$ cat config.mk
export PLATFORM = sky130hd
export DESIGN_NAME = data_mem_arbiter
export DESIGN_NICKNAME = d
export VERILOG_FILES = /design/src/rtl/data_mem_arbiter.sv
export SDC_FILE = /design/constraint.sdc
export NUM_CORES = 1
export LEC_CHECK = 0
export CORE_MARGIN = 1
export CORE_UTILIZATION = 39
export CTS_BUF_LIST = sky130_fd_sc_hd__clkbuf_16
export CTS_CLUSTER_SIZE = 28
export DETAILED_ROUTE_END_ITERATION = 8
export PLACE_DENSITY = 0.86
export SLEW_MARGIN = 0
export SYNTH_ARGS = -nofsm -noshare
export SYNTH_HDL_FRONTEND = slang
export SYNTH_SLANG_ARGS = --single-unit
export TNS_END_PERCENT = 50
$ cat constraint.sdc
create_clock -name Clk -period 1.6 [get_ports Clk]
set_clock_uncertainty 0.15 [all_clocks]
set_input_delay 0.32 -clock Clk [delete_from_list [all_inputs] [get_ports Clk]]
set_output_delay 0.32 -clock Clk [all_outputs]
set_load 0.005 [all_outputs]
$ cat src/rtl/data_mem_arbiter.sv
// Two-port round-robin arbiter/sequencer in front of the 32x8 data memory.
// Optional macro DMEM_ARB_FIXED_PRIO_EN: port A always wins a tie.
module data_mem_arbiter #(
  parameter int DATA_W = 8,
  parameter int ADDR_W = 5
) (
  input  logic              Clk,
  input  logic              Rst_n,
  input  logic              A_Req,
  input  logic              A_We,
  input  logic [ADDR_W-1:0] A_Address,
  input  logic [DATA_W-1:0] A_Data_in,
  output logic              A_Ack,
  output logic [DATA_W-1:0] A_Data_out,
  input  logic              B_Req,
  input  logic              B_We,
  input  logic [ADDR_W-1:0] B_Address,
  input  logic [DATA_W-1:0] B_Data_in,
  output logic              B_Ack,
  output logic [DATA_W-1:0] B_Data_out,
  output logic              Mem_En,
  output logic [ADDR_W-1:0] Mem_Address,
  output logic [DATA_W-1:0] Mem_Data_in,
  input  logic [DATA_W-1:0] Mem_Data_out,
  output logic              Busy
);

  typedef enum logic [1:0] {IDLE, ACCESS, DONE} state_t;
  localparam logic PORT_A = 1'b0;
  localparam logic PORT_B = 1'b1;

  state_t            state;
  logic              last_grant;
  logic              owner;
  logic              lat_we;
  logic [ADDR_W-1:0] lat_addr;
  logic [DATA_W-1:0] lat_data;
  logic              a_win;
  logic              b_win;

  always_comb begin
`ifdef DMEM_ARB_FIXED_PRIO_EN
    a_win = A_Req;
`else
    a_win = A_Req && (!B_Req || (last_grant == PORT_B));
`endif
    b_win = B_Req && !a_win;
  end

  always_ff @(posedge Clk or negedge Rst_n) begin
    if (!Rst_n) begin
      state      <= IDLE;
      last_grant <= PORT_B;
      owner      <= PORT_A;
      lat_we     <= 1'b0;
      lat_addr   <= '0;
      lat_data   <= '0;
      A_Ack      <= 1'b0;
      B_Ack      <= 1'b0;
      A_Data_out <= '0;
      B_Data_out <= '0;
    end else begin
      case (state)
        IDLE: begin
          if (a_win) begin
            owner      <= PORT_A;
            last_grant <= PORT_A;
            lat_we     <= A_We;
            lat_addr   <= A_Address;
            lat_data   <= A_Data_in;
            state      <= ACCESS;
          end else if (b_win) begin
            owner      <= PORT_B;
            last_grant <= PORT_B;
            lat_we     <= B_We;
            lat_addr   <= B_Address;
            lat_data   <= B_Data_in;
            state      <= ACCESS;
          end
        end
        // memory sees the access this cycle; read data is captured at its end
        ACCESS: begin
          if (owner == PORT_A) begin
            A_Ack <= 1'b1;
            if (!lat_we) A_Data_out <= Mem_Data_out;
          end else begin
            B_Ack <= 1'b1;
            if (!lat_we) B_Data_out <= Mem_Data_out;
          end
          state <= DONE;
        end
        DONE: begin
          A_Ack <= 1'b0;
          B_Ack <= 1'b0;
          state <= IDLE;
        end
        default: state <= IDLE;
      endcase
    end
  end

  // memory pins decode from registered state only, so they drop with async reset
  assign Mem_En      = (state == ACCESS) && lat_we;
  assign Mem_Address = (state == ACCESS) ? lat_addr : '0;
  assign Mem_Data_in = (state == ACCESS) ? lat_data : '0;
  assign Busy        = (state != IDLE);

endmodule

After elaboration in Yosys (flattened, before gate mapping)
Cells that the tools add are included.

Add/sub/neg operators: 0. Equal/unequal tests: 5. Bitwise operators: 2. Shifts and indexed selects: 0. Multipliers: 0. Order comparisons: 0. Divide/modulo/power cells: 0. Reduce and logical (&&, ||, !) cells: 15. Mux-type cells: 17.

Operators by type and width (number): $mux W8 (3); $mux W5 (3); $mux W1 (6); $reduce_and A2 Y1 (3); $reduce_and A3 Y1 (2); $reduce_bool A2 Y1 (3); $mux W2 (2); $ne A2 B2 Y1 const B (2); $pmux W1 S2 (2); $pmux W2 S2 (1); $logic_and A1 B1 Y1 (3); $ne A3 B3 Y1 const B (1); $eq A2 B1 Y1 const B (1); $eq A2 B2 Y1 const B (1); $logic_not A1 Y1 (2); $logic_not A2 Y1 (1); $not A1 Y1 (2); $logic_or A1 B1 Y1 (1).

Memories kept: 0. Input bits: 40. Latch bits: 0. ROM bits: 0. Word-level logic and storage cells: 49. Register bits after elaboration: 36. Memory bits (writable): 0. Output and inout bits: 33.

Longest topological paths before layout
Depth after elaboration: 8. Depth in mapped cells: 7. Depth with buffers taken out: 3.

Least setup slack after synthesis
OpenSTA, ideal clock, no wires.

Path type: reg2reg. From: register state[1]. To: register A_Data_out[0]. Period minus slack after synthesis: 1571 ps. Slack: 29 ps. Arrival: 1296 ps. Required time: 1325 ps. Path buffers: 0. Setup time: 125 ps. Stages on the path, launching flop included: 4. Cells stage by stage: dfrtp_1 nor2b_4 nor3b_4 mux2_2.

Longest elaborated chain between the ends: 2.

Ends and longest elaborated chain: from (decl) (line 32) `state_t state;`; from (signal assigned) (line 52) `state <= IDLE;`; from (signal assigned) (line 71) `state <= ACCESS;`; from (signal assigned) (line 78) `state <= ACCESS;`; $eq A2 B1 Y1 (line 63) `case (state)`; $reduce_and A3 Y1 (no line); to (signal assigned) (line 85) `if (!lat_we) A_Data_out <= Mem_Data_out;`; to (decl) (line 14) `output logic [DATA_W-1:0] A_Data_out,`.

Every way passes these cells. A chain may end at the register's enable or synchronous reset.

Worst setup path after layout
From: register state[1]. To: register A_Data_out[4].

The elaborated chain is that of the path after synthesis.

==> run_results.csv <==
group,metric,value,unit
run_status,status,"complete, but fails checks",
run_status,violations,"setup timing",
clock_network,clock-root-buffer,"clkbuf_16",
sta,fin_crit_sh,112,%
final_layout,diodes,0,
global_routing,grt_util_all_layers,20.7,%
floorplan,core,4410,um^2
sta,worst_pin_slew,0.449,ns
clock_network,insertion_delay,0.28,ns
yosys,synthFlopType,"dfrtp_1",
flow_run,drv_cap,0,
yosys,ys_seq_area_share,49.7,%
yosys,netlist_area,1820,um^2
worst_hold_path,holdCritPathClass,"reg -> reg",
yosys,yosysWarnings,0,
place,dp_slack,-0.302,ns
clock_network,cts_tree,"yes",
place,io_buffers,72,
global_routing,grt_pass1_vias,1648,
detailed_routing,drtIter0Drc,70,
place,routabilityCongestion,0.783,
sta,worst_slack,-0.192,ns
sta,rsz0062_at_grt,"yes",
yosys,ys_ff_latch,36,
critical_path,cp-end-kind,"flip-flop",
yosys,synth-edff-count,0,
sta,finalHoldViolations,0,
floorplan,start_util,41.2,%
final_layout,area_growth,67.5,%
clock_network,clock_sinks,36,
final_layout,drive_above_1_share,34.3,%
critical_path,cp_data_arrival_time,1.80,ns
yosys,synth_cell_types,22,
detailed_routing,viasPerCell,5.20,
sta,slew_headroom,70.0,%
final_layout,fin_nets,290,
critical_path,reg2reg_setup_slack,-0.19,ns
critical_path,cp_max_fo,8,
clock_network,htree_levels,2,
global_routing,antenna_found_initial,0,
clock_network,clk_pin_slew_worst_paths,0.05,ns
power_and_ir_drop,p_per_area,1910,nW/um^2
yosys,syn_nets,195,
power_and_ir_drop,leakagePower,1.38,nW
place,post-dp-hpwl,3.44,mm
sta,fmax,0.558,GHz
detailed_routing,ant_nets,0,
detailed_routing,drc,0,
sta,period_needed,1.79,ns
global_routing,grt_max_degree,20,
clock_network,cts_made_buffers,5,
clock_network,ctsLongestPathBuffers,2,
global_routing,gr-total-overflow,0,
floorplan,io_pins,73,
yosys,avgSynthCellArea,11.7,um^2
yosys,synthArstFlopShare,100,%
floorplan,rows,24,
floorplan,die_area,4940,um^2
yosys,synth_cells,155,
detailed_routing,via_count,1576,
detailed_routing,wirelength,4.89,mm
floorplan,die_h,70.3,um
critical_path,startpoint_type,"flip-flop",
sta,fin_setup_tns,-4.13,ns
sta,setup_viol,36,
power_and_ir_drop,ir_drop,0.922,mV
detailed_routing,drt-wirelength-per-cell,16.1,um
global_routing,grt_pass1_wl,7.83,mm
sta,holdWs,0.351,ns
floorplan,die-width,70.3,um
sta,slew_viol_final,0,
critical_path,critPathRequiredTime,1.61,ns
detailed_routing,firstDrtPassIters,4,
critical_path,path_class,"reg -> reg",
-- power breakdown --
part / total, W / switching (W) / internal, W
registers: 0.00167 / 0.000285 / 0.00139
logic: 0.00308 / 0.00121 / 0.00187
clock network: 0.00106 / 0.000340 / 0.000723
-- critical path, cell delays in order (launching register included) --
cell and delay [ns]:
dfrtp_1 0.40, nor2b_4 0.14, buf_6 0.13, buf_6 0.10, buf_6 0.09, nor3b_4 0.20
buf_12 0.16, mux2_4 0.30
-- worst paths after layout --
kind / from / to / cells after the start
worst max register to register: state[1] / A_Data_out[4] / 7
worst min register to register: B_Data_out[3] / B_Data_out[3] / 1
worst min-delay path: B_Data_out[3] / B_Data_out[3] / 1
min in group asynchronous: Rst_n / A_Data_out[0] / 2
max in group asynchronous: Rst_n / A_Data_out[2] / 3
worst max-delay path: state[1] / A_Data_out[4] / 7
-- metal layers --
metal | vias to the layer above | track usage (%) | share of wire [%]
li1 | 743 | - | -
met1 | 751 | 22.0 | 38
met2 | 66 | 37.0 | 52
met3 | 16 | 5.19 | 5.4
met4 | 0 | 11.6 | 4.1
met5 | - | 0 | 0
-- cell type report --
class / count / area [um^2]
fill: 316 / 1370
timing repair buffer: 100 / 983
sequential: 36 / 902
clock inverter: 3 / 37.5
multi-input combinational: 103 / 915
clock buffer: 5 / 125
tap: 52 / 65.1
inverter: 4 / 15.0
-- flip-flops by register name, summed over array words and instances, names as in the netlist --
signal	cells
lat_data	8
A_Ack	1
last_grant	1
lat_addr	5
state	2
lat_we	1
owner	1
B_Ack	1
A_Data_out	8
B_Data_out	8
-- cells in the mapped netlist (all sizes together), types with 2 or more instances --
library cell	n	share of area, %
inv	4	0.83
and2	15	5.2
nand3	15	4.1
nor2	2	0.41
nor2b	3	1.4
buf	5	2.9
o21ai	18	5.0
dfrtp	35	48
o21a	2	0.83
a21oi	14	3.9
clkbuf	7	1.4
a31oi	14	12
mux2	16	9.9
-- cell families (layout without fill, tap and decap cells) --
logic type             after synthesis  in the layout  synth area share [%]
AO/OA/AOI/OAI                       48             48                  21.9
AND/OR/NAND/NOR                     39             39                  13.4
flip-flops                          36             36                  49.7
multiplexers                        16             16                  9.92
buffers and inverters               16            112                  5.17
-- placed cells by master (no fill, tap or decap), types with 2 or more instances in the layout --
| cell type | count |
|---|---|
| a21oi_1 | 14 |
| dfrtp_1 | 35 |
| mux2_4 | 16 |
| and2_1 | 8 |
| clkbuf_16 | 6 |
| buf_6 | 12 |
| buf_12 | 3 |
| buf_4 | 16 |
| nand3_1 | 14 |
| nor2b_1 | 2 |
| buf_2 | 9 |
| inv_1 | 4 |
| a31oi_4 | 9 |
| o21a_1 | 2 |
| a31oi_1 | 5 |
| dlygate4sd2_1 | 12 |
| clkinv_1 | 2 |
| o21ai_0 | 15 |
| o21ai_1 | 3 |
| and2_4 | 7 |
| dlymetal6s2s_1 | 7 |
| clkdlybuf4s50_1 | 38 |
-- through the flow --
| step | instance area, um^2 | utilization [%] | power (W) | instances |
|---|---|---|---|---|
| after floorplan | 1820 | - | 0.00300 | 155 |
| after global placement | 2710 | 61.5 | 0.00424 | 288 |
| after detailed placement | 2710 | 61.5 | 0.00437 | 288 |
| after CTS | 2940 | 66.6 | 0.00560 | 301 |
| after global routing | 3040 | 68.9 | 0.00613 | 303 |
| final | 3040 | 68.9 | 0.00581 | 303 |
-- timing repair --
action                                  4_1_cts  5_1_grt
buffers inserted                              5        1
pin swaps                                     8        4
hold endpoints to repair                     17        0
cloned                                        0        1
hold buffers                                  1        0
gates resized for setup                      95       28
endpoints found under the setup margin       55       54
Note: power is estimated with default switching activity, not from simulation.
